<file path="src/rtl/reset_seq_pkg.sv">
// Shared definitions for the reset sequencer.
//   seq_state_t   : FSM state with its fixed 3-bit encoding (visible on STATE)
//   LOSS_CNT_W    : width of the lock-loss event counter
//   LOSS_CNT_MAX  : saturation value of the lock-loss event counter
//   loss_cnt_inc  : saturating increment for the lock-loss counter
package reset_seq_pkg;

    typedef enum logic [2:0] {
        IDLE_RST  = 3'd0,
        WAIT_LOCK = 3'd1,
        RELEASE   = 3'd2,
        RUN       = 3'd3,
        SW_HOLD   = 3'd4
    } seq_state_t;

    localparam int                    LOSS_CNT_W   = 8;
    localparam logic [LOSS_CNT_W-1:0] LOSS_CNT_MAX = 8'd255;

    // Increment that sticks at LOSS_CNT_MAX instead of wrapping to zero.
    function automatic logic [LOSS_CNT_W-1:0] loss_cnt_inc(input logic [LOSS_CNT_W-1:0] cnt);
        logic [LOSS_CNT_W-1:0] result;
        if (cnt == LOSS_CNT_MAX) begin
            result = cnt;
        end else begin
            result = cnt + 8'd1;
        end
        return result;
    endfunction

endpackage

</file>
<file path="src/rtl/pll_lock_sync.sv">
// Two-flop synchronizer bringing the asynchronous PLL lock indication into
// the CLK domain. Both flops clear to 0 on the synchronous reset, so the
// lock is seen as absent until two clean samples have passed through.
//   clk      in  : sampling clock
//   rst      in  : synchronous active-high reset
//   async_in in  : asynchronous lock pin
//   sync_out out : synchronized lock, 2 cycles of latency
module pll_lock_sync (
    input  logic clk,
    input  logic rst,
    input  logic async_in,
    output logic sync_out
);

    logic meta_r;
    logic sync_r;

    // Synchronizer chain; the first flop may go metastable, the second is used.
    always_ff @(posedge clk) begin
        if (rst) begin
            meta_r <= 1'b0;
            sync_r <= 1'b0;
        end else begin
            meta_r <= async_in;
            sync_r <= meta_r;
        end
    end

    assign sync_out = sync_r;

endmodule

</file>
<file path="src/rtl/reset_sequencer.sv">
// Sequences per-domain fabric resets behind CoreRESET_PF. After
// FABRIC_RESET_N is high and a filtered PLL lock is stable, domains are
// released in index order, STAGE_DELAY cycles apart. Lock loss forces a full
// re-sequence; software requests pulse a domain and all higher domains.
//   CLK            in  : single clock
//   RST            in  : synchronous active-high reset
//   FABRIC_RESET_N in  : upstream reset, low forces every domain into reset
//   PLL_LOCK       in  : asynchronous PLL lock, synchronized internally
//   SW_RST_REQ     in  : one-cycle per-domain software reset requests
//   DOMAIN_RST_N   out : registered active-low domain resets
//   ALL_READY      out : high only in RUN
//   STATE          out : current FSM state encoding
//   LOCK_LOSS_CNT  out : saturating count of lock-loss events
module reset_sequencer
    import reset_seq_pkg::*;
#(
    parameter int NUM_DOMAINS     = 4,
    parameter int STAGE_DELAY     = 16,
    parameter int LOCK_FILTER     = 8,
    parameter int SW_PULSE_CYCLES = 32
) (
    input  logic                   CLK,
    input  logic                   RST,
    input  logic                   FABRIC_RESET_N,
    input  logic                   PLL_LOCK,
    input  logic [NUM_DOMAINS-1:0] SW_RST_REQ,
    output logic [NUM_DOMAINS-1:0] DOMAIN_RST_N,
    output logic                   ALL_READY,
    output logic [2:0]             STATE,
    output logic [LOSS_CNT_W-1:0]  LOCK_LOSS_CNT
);

    localparam int FILT_W = $clog2(LOCK_FILTER + 1);
    localparam int DLY_W  = $clog2(STAGE_DELAY);
    localparam int HOLD_W = $clog2(SW_PULSE_CYCLES + 1);
    localparam int IDX_W  = $clog2(NUM_DOMAINS);

    localparam logic [FILT_W-1:0] FILT_LAST   = FILT_W'(LOCK_FILTER - 1);
    localparam logic [DLY_W-1:0]  DLY_RELOAD  = DLY_W'(STAGE_DELAY - 1);
    localparam logic [HOLD_W-1:0] HOLD_RELOAD = HOLD_W'(SW_PULSE_CYCLES - 1);
    localparam logic [IDX_W-1:0]  IDX_LAST    = IDX_W'(NUM_DOMAINS - 1);

    seq_state_t                 state_r, state_s;
    logic [FILT_W-1:0]          filt_r, filt_s;
    logic [DLY_W-1:0]           dly_r, dly_s;
    logic [HOLD_W-1:0]          hold_r, hold_s;
    logic [IDX_W-1:0]           idx_r, idx_s;
    logic [LOSS_CNT_W-1:0]      loss_r, loss_s;
    logic [NUM_DOMAINS-1:0]     dom_r, dom_s;
    logic                       ready_r, ready_s;

    logic                       lock_sync_s;
    logic                       lock_lost_s;
    logic [IDX_W-1:0]           sw_low_s;
    logic [NUM_DOMAINS-1:0]     sw_mask_s;

    pll_lock_sync u_lock_sync (
        .clk      (CLK),
        .rst      (RST),
        .async_in (PLL_LOCK),
        .sync_out (lock_sync_s)
    );

    // Loss only counts once the sequence has started; WAIT_LOCK/IDLE_RST ignore it.
    assign lock_lost_s = ((state_r == RELEASE) || (state_r == RUN) || (state_r == SW_HOLD))
                         && !lock_sync_s;

    // Lowest requested domain, and the reset mask covering it plus every higher
    // domain, since higher domains depend on the lower ones.
    always_comb begin
        sw_low_s  = {IDX_W{1'b0}};
        sw_mask_s = {NUM_DOMAINS{1'b0}};
        for (int i = NUM_DOMAINS - 1; i >= 0; i--) begin
            sw_low_s = SW_RST_REQ[i] ? IDX_W'(i) : sw_low_s;
        end
        for (int i = 0; i < NUM_DOMAINS; i++) begin
            sw_mask_s[i] = (IDX_W'(i) >= sw_low_s);
        end
    end

    // Next-state, counter and output computation in event-priority order.
    always_comb begin
        state_s = state_r;
        filt_s  = filt_r;
        dly_s   = dly_r;
        hold_s  = hold_r;
        idx_s   = idx_r;
        loss_s  = loss_r;
        dom_s   = dom_r;
        ready_s = ready_r;

        if (!FABRIC_RESET_N) begin
            state_s = IDLE_RST;
            filt_s  = {FILT_W{1'b0}};
            dom_s   = {NUM_DOMAINS{1'b0}};
            ready_s = 1'b0;
        end else if (lock_lost_s) begin
            state_s = WAIT_LOCK;
            filt_s  = {FILT_W{1'b0}};
            dom_s   = {NUM_DOMAINS{1'b0}};
            ready_s = 1'b0;
            loss_s  = loss_cnt_inc(loss_r);
        end else begin
            case (state_r)
                IDLE_RST: begin
                    state_s = WAIT_LOCK;
                    filt_s  = {FILT_W{1'b0}};
                end
                WAIT_LOCK: begin
                    if (!lock_sync_s) begin
                        filt_s = {FILT_W{1'b0}};
                    end else if (filt_r == FILT_LAST) begin
                        state_s = RELEASE;
                        filt_s  = {FILT_W{1'b0}};
                        idx_s   = {IDX_W{1'b0}};
                        dly_s   = DLY_RELOAD;
                    end else begin
                        filt_s = filt_r + 1'b1;
                    end
                end
                RELEASE: begin
                    filt_s = {FILT_W{1'b0}};
                    if (dly_r == {DLY_W{1'b0}}) begin
                        for (int i = 0; i < NUM_DOMAINS; i++) begin
                            dom_s[i] = (IDX_W'(i) == idx_r) ? 1'b1 : dom_r[i];
                        end
                        if (idx_r == IDX_LAST) begin
                            state_s = RUN;
                            ready_s = 1'b1;
                        end else begin
                            idx_s = idx_r + 1'b1;
                            dly_s = DLY_RELOAD;
                        end
                    end else begin
                        dly_s = dly_r - 1'b1;
                    end
                end
                RUN: begin
                    filt_s = {FILT_W{1'b0}};
                    if (SW_RST_REQ != {NUM_DOMAINS{1'b0}}) begin
                        state_s = SW_HOLD;
                        dom_s   = dom_r & ~sw_mask_s;
                        ready_s = 1'b0;
                        idx_s   = sw_low_s;
                        hold_s  = HOLD_RELOAD;
                    end else begin
                        state_s = RUN;
                    end
                end
                SW_HOLD: begin
                    filt_s = {FILT_W{1'b0}};
                    if (hold_r == {HOLD_W{1'b0}}) begin
                        state_s = RELEASE;
                        dly_s   = DLY_RELOAD;
                    end else begin
                        hold_s = hold_r - 1'b1;
                    end
                end
                default: begin
                    state_s = IDLE_RST;
                    filt_s  = {FILT_W{1'b0}};
                    dom_s   = {NUM_DOMAINS{1'b0}};
                    ready_s = 1'b0;
                end
            endcase
        end
    end

    // State, counter and output registers; RST restores every power-up value.
    always_ff @(posedge CLK) begin
        if (RST) begin
            state_r <= IDLE_RST;
            filt_r  <= {FILT_W{1'b0}};
            dly_r   <= {DLY_W{1'b0}};
            hold_r  <= {HOLD_W{1'b0}};
            idx_r   <= {IDX_W{1'b0}};
            loss_r  <= {LOSS_CNT_W{1'b0}};
            dom_r   <= {NUM_DOMAINS{1'b0}};
            ready_r <= 1'b0;
        end else begin
            state_r <= state_s;
            filt_r  <= filt_s;
            dly_r   <= dly_s;
            hold_r  <= hold_s;
            idx_r   <= idx_s;
            loss_r  <= loss_s;
            dom_r   <= dom_s;
            ready_r <= ready_s;
        end
    end

    assign DOMAIN_RST_N  = dom_r;
    assign ALL_READY     = ready_r;
    assign STATE         = state_r;
    assign LOCK_LOSS_CNT = loss_r;

endmodule
</file>
<file path="config.mk">
export PLATFORM = sky130hd
export DESIGN_NAME = reset_sequencer
export DESIGN_NICKNAME = d
export VERILOG_FILES = /design/src/rtl/reset_seq_pkg.sv /design/src/rtl/pll_lock_sync.sv /design/src/rtl/reset_sequencer.sv
export SDC_FILE = /design/constraint.sdc
export NUM_CORES = 1
export LEC_CHECK = 0
export CAP_MARGIN = 10
export CORE_MARGIN = 2
export CORE_UTILIZATION = 55
export CTS_BUF_LIST = sky130_fd_sc_hd__clkbuf_8
export DETAILED_ROUTE_END_ITERATION = 8
export PLACE_DENSITY_LB_ADDON = 0.2
export SKIP_LAST_GASP = 1
export SYNTH_ARGS = -nofsm -noshare
export SYNTH_HDL_FRONTEND = slang
export SYNTH_SLANG_ARGS = --single-unit
</file>
<file path="constraint.sdc">
create_clock -name CLK -period 4.8 [get_ports CLK]
set_input_delay 0.96 -clock CLK [delete_from_list [all_inputs] [get_ports CLK]]
set_output_delay 0.96 -clock CLK [all_outputs]
set_load 0.02 [all_outputs]
</file>
**Yosys cells after proc, flatten, opt, wreduce, memory -nomap -nowiden**

Index checks and enable logic that the tools add are counted.

- Register bits after elaboration: 34
- Bits in latches: 0
- RAM bits: 0
- ROM bits: 0
- Output and inout bits: 16
- Word-level logic and storage cells: 124
- Memories: 0

- Add/sub/neg operators: 5
- Multipliers: 0
- Div/mod/pow operators: 0
- $lt $le $gt $ge: 4
- Eq/ne operators: 28
- Shift-type cells: 0
- Mux-type cells: 38
- Bitwise operators: 8
- Reductions and logical operators: 27

Operator list:

| cell | number |
|---|---|
| 4-bit 2-to-1 mux | 7 |
| 4-bit case mux with 3 select lines | 2 |
| 4-bit AND reduction | 5 |
| 2-bit 2-to-1 mux | 9 |
| 3-bit 2-to-1 mux | 6 |
| 2-bit by 1-bit inequality test with 1-bit output (second input constant) | 9 |
| 3-bit case mux with 5 select lines | 1 |
| 5-bit AND reduction | 3 |
| 6-bit 2-to-1 mux | 2 |
| 3-bit by 2-bit inequality test with 1-bit output (second input constant) | 4 |
| 6-bit case mux with 2 select lines | 1 |
| 8-bit by 1-bit adder with 8-bit output (second input constant) | 1 |
| 8-bit equality test (second input constant) | 1 |
| 1-bit 2-to-1 mux | 8 |
| 8-bit AND reduction | 1 |
| 7-bit AND reduction | 1 |
| 3-bit by 2-bit equality test with 1-bit output (second input constant) | 2 |
| 6-bit logical NOT | 1 |
| 2-bit inequality test (second input constant) | 3 |
| 3-bit inequality test (second input constant) | 2 |
| 1-bit inverter | 6 |
| 2-bit case mux with 3 select lines | 1 |
| 3-bit nonzero test | 2 |
| 3-bit OR reduction | 2 |
| 26 further kinds | 30 |

**Depth between registers and ports, before layout**

- Word-level depth: 9
- Gate-level depth with buffers: 6
- Gate-level depth less buffers: 6

**Hierarchy**

A second synthesis with hierarchy kept.

- Cell total of the unflattened synthesis: 239
- Area total of the unflattened synthesis: 1,996.9 um2

By module, submodules not included:

| module | times used | cells an instance | area an instance (um2) |
|---|---|---|---|
| reset_sequencer | 1 | 235 | 1,944.4 |
| pll_lock_sync | 1 | 4 | 52.6 |

**Worst setup path after synthesis**

Ideal clock, no wire load.

- Kind: input -> register
- From: in SW_RST_REQ[2]
- To: reg state_r[0] (netlist: STATE[0])
- Arrival: 2.035 ns
- Required time: 4.685 ns
- Path slack: 2.651 ns
- Cell stages on the path: 4
- Path buffers: 0
- Path through: or4_1 -> a31oi_1 -> a21oi_1 -> a2111oi_0

- Cells in the longest elaborated chain, start to end: 4

RTL lines:

| item | line | RTL |
|---|---|---|
| start, declared | reset_sequencer.sv:26 | `input logic [NUM_DOMAINS-1:0] SW_RST_REQ,` |
| 4-bit nonzero test | reset_sequencer.sv:140 | `if (SW_RST_REQ != {NUM_DOMAINS{1'b0}}) begin` |
| 3-bit 2-to-1 mux | reset_sequencer.sv:140 |  |
| 3-bit case mux with 5 select lines | reset_sequencer.sv:104 | `case (state_r)` |
| 1-bit 2-to-1 mux | reset_sequencer.sv:97 | `end else if (lock_lost_s) begin` |
| end signal, assigned | reset_sequencer.sv:181 | `state_r <= state_s;` |
| end, declared | reset_sequencer.sv:43 | `seq_state_t state_r, state_s;` |

Every way passes these cells.
A chain may end at the register's enable or synchronous reset.

**Final worst setup path**

- From: in RST
- To: reg dom_r[0] (netlist: DOMAIN_RST_N[0])

- Cells in the longest elaborated chain, start to end: 1

RTL lines:

| item | line | RTL |
|---|---|---|
| start, declared | reset_sequencer.sv:23 | `input logic RST,` |
| 3-bit OR reduction (no line) | - |  |
| end signal, assigned | reset_sequencer.sv:178 | `dom_r <= {NUM_DOMAINS{1'b0}};` |
| end signal, assigned | reset_sequencer.sv:187 | `dom_r <= dom_s;` |
| end, declared | reset_sequencer.sv:49 | `logic [NUM_DOMAINS-1:0] dom_r, dom_s;` |

Every way passes these cells.

==> results.json <==
{
  "layout.nets": 274,
  "globalplace.congestion": 0.8294,
  "setup_total_negative_slack_ns": 0,
  "path_class": "in2reg",
  "drt_first_iter_violations": 121,
  "initial_antenna_violation_count": 0,
  "final_antenna_net_count": 0,
  "finalSetupViolCount": 0,
  "relSlewSlack_pct": 39.15,
  "stdcell_count": 306,
  "final-seq-area_um2": 680.7,
  "syn_to_final_growth_pct": 15.38,
  "finalCritPeriodShare_pct": 62.57,
  "routed_wirelength_mm": 4.322,
  "timing.critical_path.slowest_stage_cell": "sky130_fd_sc_hd__clkdlybuf4s50_1",
  "worstSkewPairLatency_ns": 0.28,
  "max_clock_freq_mhz": 333.0,
  "clock_skews_ns": 0.003006,
  "seq_total_area_yosys_pct": 33.33,
  "max_cap_viol_count": 0,
  "holdBufCountCts": 0,
  "cp-startpoint": "RST",
  "io_buffer_count": 23,
  "fin_area_um2": 2356,
  "hold_viol": 0,
  "final_core_util_pct": 65.34,
  "vias_in_the_first_global_route": 1706,
  "cp_max_fo": 26,
  "min_path_type": "reg2reg",
  "vias": 1853,
  "post_cts_resized": 0,
  "clock_tree_from_tritoncts": "built",
  "postSynth.topFlopCell": "sky130_fd_sc_hd__dfxtp_1",
  "globalRouteTotalUtil_pct": 22.70,
  "core_region_area_um2": 3606,
  "final_max_slew_viol_count": 0,
  "die-area_um2": 4216,
  "total_half_perimeter_wirelength_after_legalization_and_detailed_placement_mm": 3.119,
  "cts.path.max_buffers": 2,
  "number_of_h_tree_levels": 2,
  "layout-drive-gt1-share_pct": 7.752,
  "period_needed_ns": 3.003,
  "total_area_of_multi_input_combinational_cells_um2": 1252,
  "synth_cells": 237,
  "power_leakage_uw": 0.0007845,
  "clockRootBuffer": "sky130_fd_sc_hd__clkbuf_8",
  "whs_ns": 0.4386,
  "syn-cell-area_um2": 2042,
  "viasPerCell": 6.056,
  "p_per_area_nw_per_um2": 219.0,
  "arrival_ns": 3.21,
  "floorplan.rows": 22,
  "cp.required_ns": 5.01,
  "slowest_delay_ns": 0.87,
  "ioPinCount": 24,
  "fp.dieW_um": 64.93,
  "critPathCaptureType": "register",
  "cts_num_sinks": 34,
  "mapped_nets": 253,
  "clkSlewWorstSetupHoldPaths_ns": 0.06,
  "final.fill_count": 312,
  "cells_along_the_critical_path": "clkdlybuf4s50_1, nand2b_1, nor3_1, o21ai_0, o22ai_1",
  "detail_route.first_pass.iterations": 4,
  "min_from": "u_lock_sync.meta_r",
  "antenna_cells_inserted": 0,
  "synth_seq_cells": 34,
  "r2r_slack_ns": 2.64,
  "floorplan.initialDensity_pct": 56.63,
  "die_y_um": 64.93,
  "synth_cell_type_count": 63,
  "post-cts-setup-buffers": 0,
  "synth-edff-count": 0,
  "placed_area_um2": 2280,
  "grt_overflow_total": 0,
  "ys_warn_count": 0,
  "asyncSetResetFlopFracSynth_pct": 0,
  "max-vdd-ir-drop_v": 0.0002530,
  "grt_setup_unrepaired": "no",
  "detail_route.wl_per_cell_um": 14.12,
  "crit_path_start_kind": "primary input",
  "worst_slew_pin_slew_ns": 0.9099,
  "cts_made_buffers": 5,
  "largest_net_degree_at_the_start_of_global_routing": 27,
  "regToRegStartpoint": "STATE[2]",
  "post_synth.cell_area_avg_um2": 8.616,
  "run_status": "complete, no violations",
  "placed_cell_count": 299,
  "grt_pass1_wl_mm": 7.527,
  "route.detailed.drc": 0
}
## synth_stat cells, types with 2 or more instances
| master | n | area, um^2 |
|---|---|---|
| sky130_fd_sc_hd__or4_1 | 5 | 37.54 |
| sky130_fd_sc_hd__nor3b_1 | 3 | 22.52 |
| sky130_fd_sc_hd__clkbuf_1 | 6 | 22.52 |
| sky130_fd_sc_hd__or3b_1 | 2 | 17.52 |
| sky130_fd_sc_hd__o31ai_1 | 4 | 30.03 |
| sky130_fd_sc_hd__nor4_1 | 2 | 12.51 |
| sky130_fd_sc_hd__nor2b_1 | 4 | 25.02 |
| sky130_fd_sc_hd__mux2_1 | 2 | 22.52 |
| sky130_fd_sc_hd__o211ai_1 | 4 | 30.03 |
| sky130_fd_sc_hd__mux2i_1 | 5 | 50.05 |
| sky130_fd_sc_hd__o22ai_1 | 2 | 12.51 |
| sky130_fd_sc_hd__o21ai_0 | 11 | 55.05 |
| sky130_fd_sc_hd__a31oi_1 | 6 | 37.54 |
| sky130_fd_sc_hd__ha_1 | 8 | 100.1 |
| sky130_fd_sc_hd__nor2_1 | 15 | 56.30 |
| sky130_fd_sc_hd__inv_1 | 12 | 45.04 |
| sky130_fd_sc_hd__inv_2 | 2 | 7.510 |
| sky130_fd_sc_hd__and4_1 | 3 | 26.28 |
| sky130_fd_sc_hd__buf_6 | 2 | 22.52 |
| sky130_fd_sc_hd__nand3_1 | 9 | 45.04 |
| sky130_fd_sc_hd__a21boi_0 | 2 | 15.01 |
| sky130_fd_sc_hd__nor3_1 | 7 | 35.03 |
| sky130_fd_sc_hd__o21a_1 | 7 | 52.55 |
| sky130_fd_sc_hd__dfxtp_1 | 34 | 680.7 |
| sky130_fd_sc_hd__o41ai_1 | 2 | 17.52 |
| sky130_fd_sc_hd__or2b_1 | 2 | 15.01 |
| sky130_fd_sc_hd__a311oi_1 | 3 | 26.28 |
| sky130_fd_sc_hd__nand2_1 | 19 | 71.32 |
| sky130_fd_sc_hd__a41o_1 | 2 | 20.02 |
| sky130_fd_sc_hd__a21oi_1 | 15 | 75.07 |
| sky130_fd_sc_hd__nand2b_1 | 5 | 31.28 |
## where the power goes
group          leakage [uW]  total (uW)  internal, uW  switching (uW)
sequential         0.000274         290           284            5.66
clock             0.0000466         189          95.4            94.0
combinational      0.000463        36.5          15.8            20.7
## sequential cells by signal (all words and copies together), names as in the netlist
signal	flops
idx_r	2
dly_r	4
u_lock_sync.meta_r	1
STATE	3
LOCK_LOSS_CNT	8
filt_r	4
ALL_READY	1
u_lock_sync.sync_out	1
hold_r	6
DOMAIN_RST_N	4
## worst max-delay path: cells and delay by family
family	cells	cell delay (ns)
buffers and inverters	1	0.87
and+or+nand+nor	2	0.79
AOI/OAI and AO/OA	2	0.58
## layout make-up
class / count / share of cell area (%)
repair buffers: 23 / 9.772
flip-flops and latches: 34 / 28.89
multi-input cells: 179 / 53.16
inverters: 15 / 2.390
well taps: 48 / 2.549
clock buffers: 5 / 2.921
clock inverters: 2 / 0.3186
## stage by stage
step	setup slack, ns	power (uW)
after floorplan	2.651	317.3
after global placement	1.612	331.9
after detailed placement	1.548	332.4
after CTS	1.836	520.9
after global routing	1.494	539.8
final	1.797	516.0
## worst paths after layout
kind / endpoint / depth (start not counted)
hold reg to reg: u_lock_sync.sync_out / 1
setup / recovery: DOMAIN_RST_N[0] / 5
hold / removal: u_lock_sync.sync_out / 1
setup reg to reg: LOCK_LOSS_CNT[0] / 4
## kinds of logic (layout without fill, tap and decap cells)
| group | Yosys count | in the layout | synth area share (%) |
|---|---|---|---|
| flops | 34 | 34 | 33.33 |
| fa+ha+maj | 8 | 8 | 4.902 |
| xor+xnor | 2 | 2 | 0.8580 |
| simple gates | 89 | 89 | 26.59 |
| mux | 8 | 8 | 4.105 |
| compound gates | 72 | 72 | 24.88 |
| buf+inv | 24 | 45 | 5.331 |
## layer usage
metal	global-route usage, %	part of all wire [%]	routed length, um	up-vias
met1	28.89	47	2022	883
met2	38.14	48	2077	35
met5	0	0	0	-
met3	4.861	4.0	174	6
li1	-	-	-	929
met4	7.181	1.1	48	0
## cell usage in the layout, fill, tap and decap left out, types with 2 or more instances in the layout
cell and instances:
sky130_fd_sc_hd__a21oi_1 15, sky130_fd_sc_hd__o21a_1 7, sky130_fd_sc_hd__inv_2 2, sky130_fd_sc_hd__nor2_1 15, sky130_fd_sc_hd__nor4_1 2, sky130_fd_sc_hd__nor3_1 7, sky130_fd_sc_hd__a31oi_1 6, sky130_fd_sc_hd__mux2i_1 5
sky130_fd_sc_hd__nor2b_1 4, sky130_fd_sc_hd__or3b_1 2, sky130_fd_sc_hd__o21ai_0 11, sky130_fd_sc_hd__a41o_1 2, sky130_fd_sc_hd__a311oi_1 3, sky130_fd_sc_hd__nand2_1 19, sky130_fd_sc_hd__and4_1 3, sky130_fd_sc_hd__inv_1 14
sky130_fd_sc_hd__nand3_1 9, sky130_fd_sc_hd__mux2_1 2, sky130_fd_sc_hd__nor3b_1 3, sky130_fd_sc_hd__clkbuf_8 5, sky130_fd_sc_hd__clkdlybuf4s50_1 23, sky130_fd_sc_hd__a21boi_0 2, sky130_fd_sc_hd__or2b_1 2, sky130_fd_sc_hd__nand2b_1 5
sky130_fd_sc_hd__dfxtp_1 34, sky130_fd_sc_hd__o22ai_1 2, sky130_fd_sc_hd__or4_1 5, sky130_fd_sc_hd__o211ai_1 4, sky130_fd_sc_hd__ha_1 8, sky130_fd_sc_hd__o41ai_1 2, sky130_fd_sc_hd__o31ai_1 4
(Power assumes the default switching activity.)
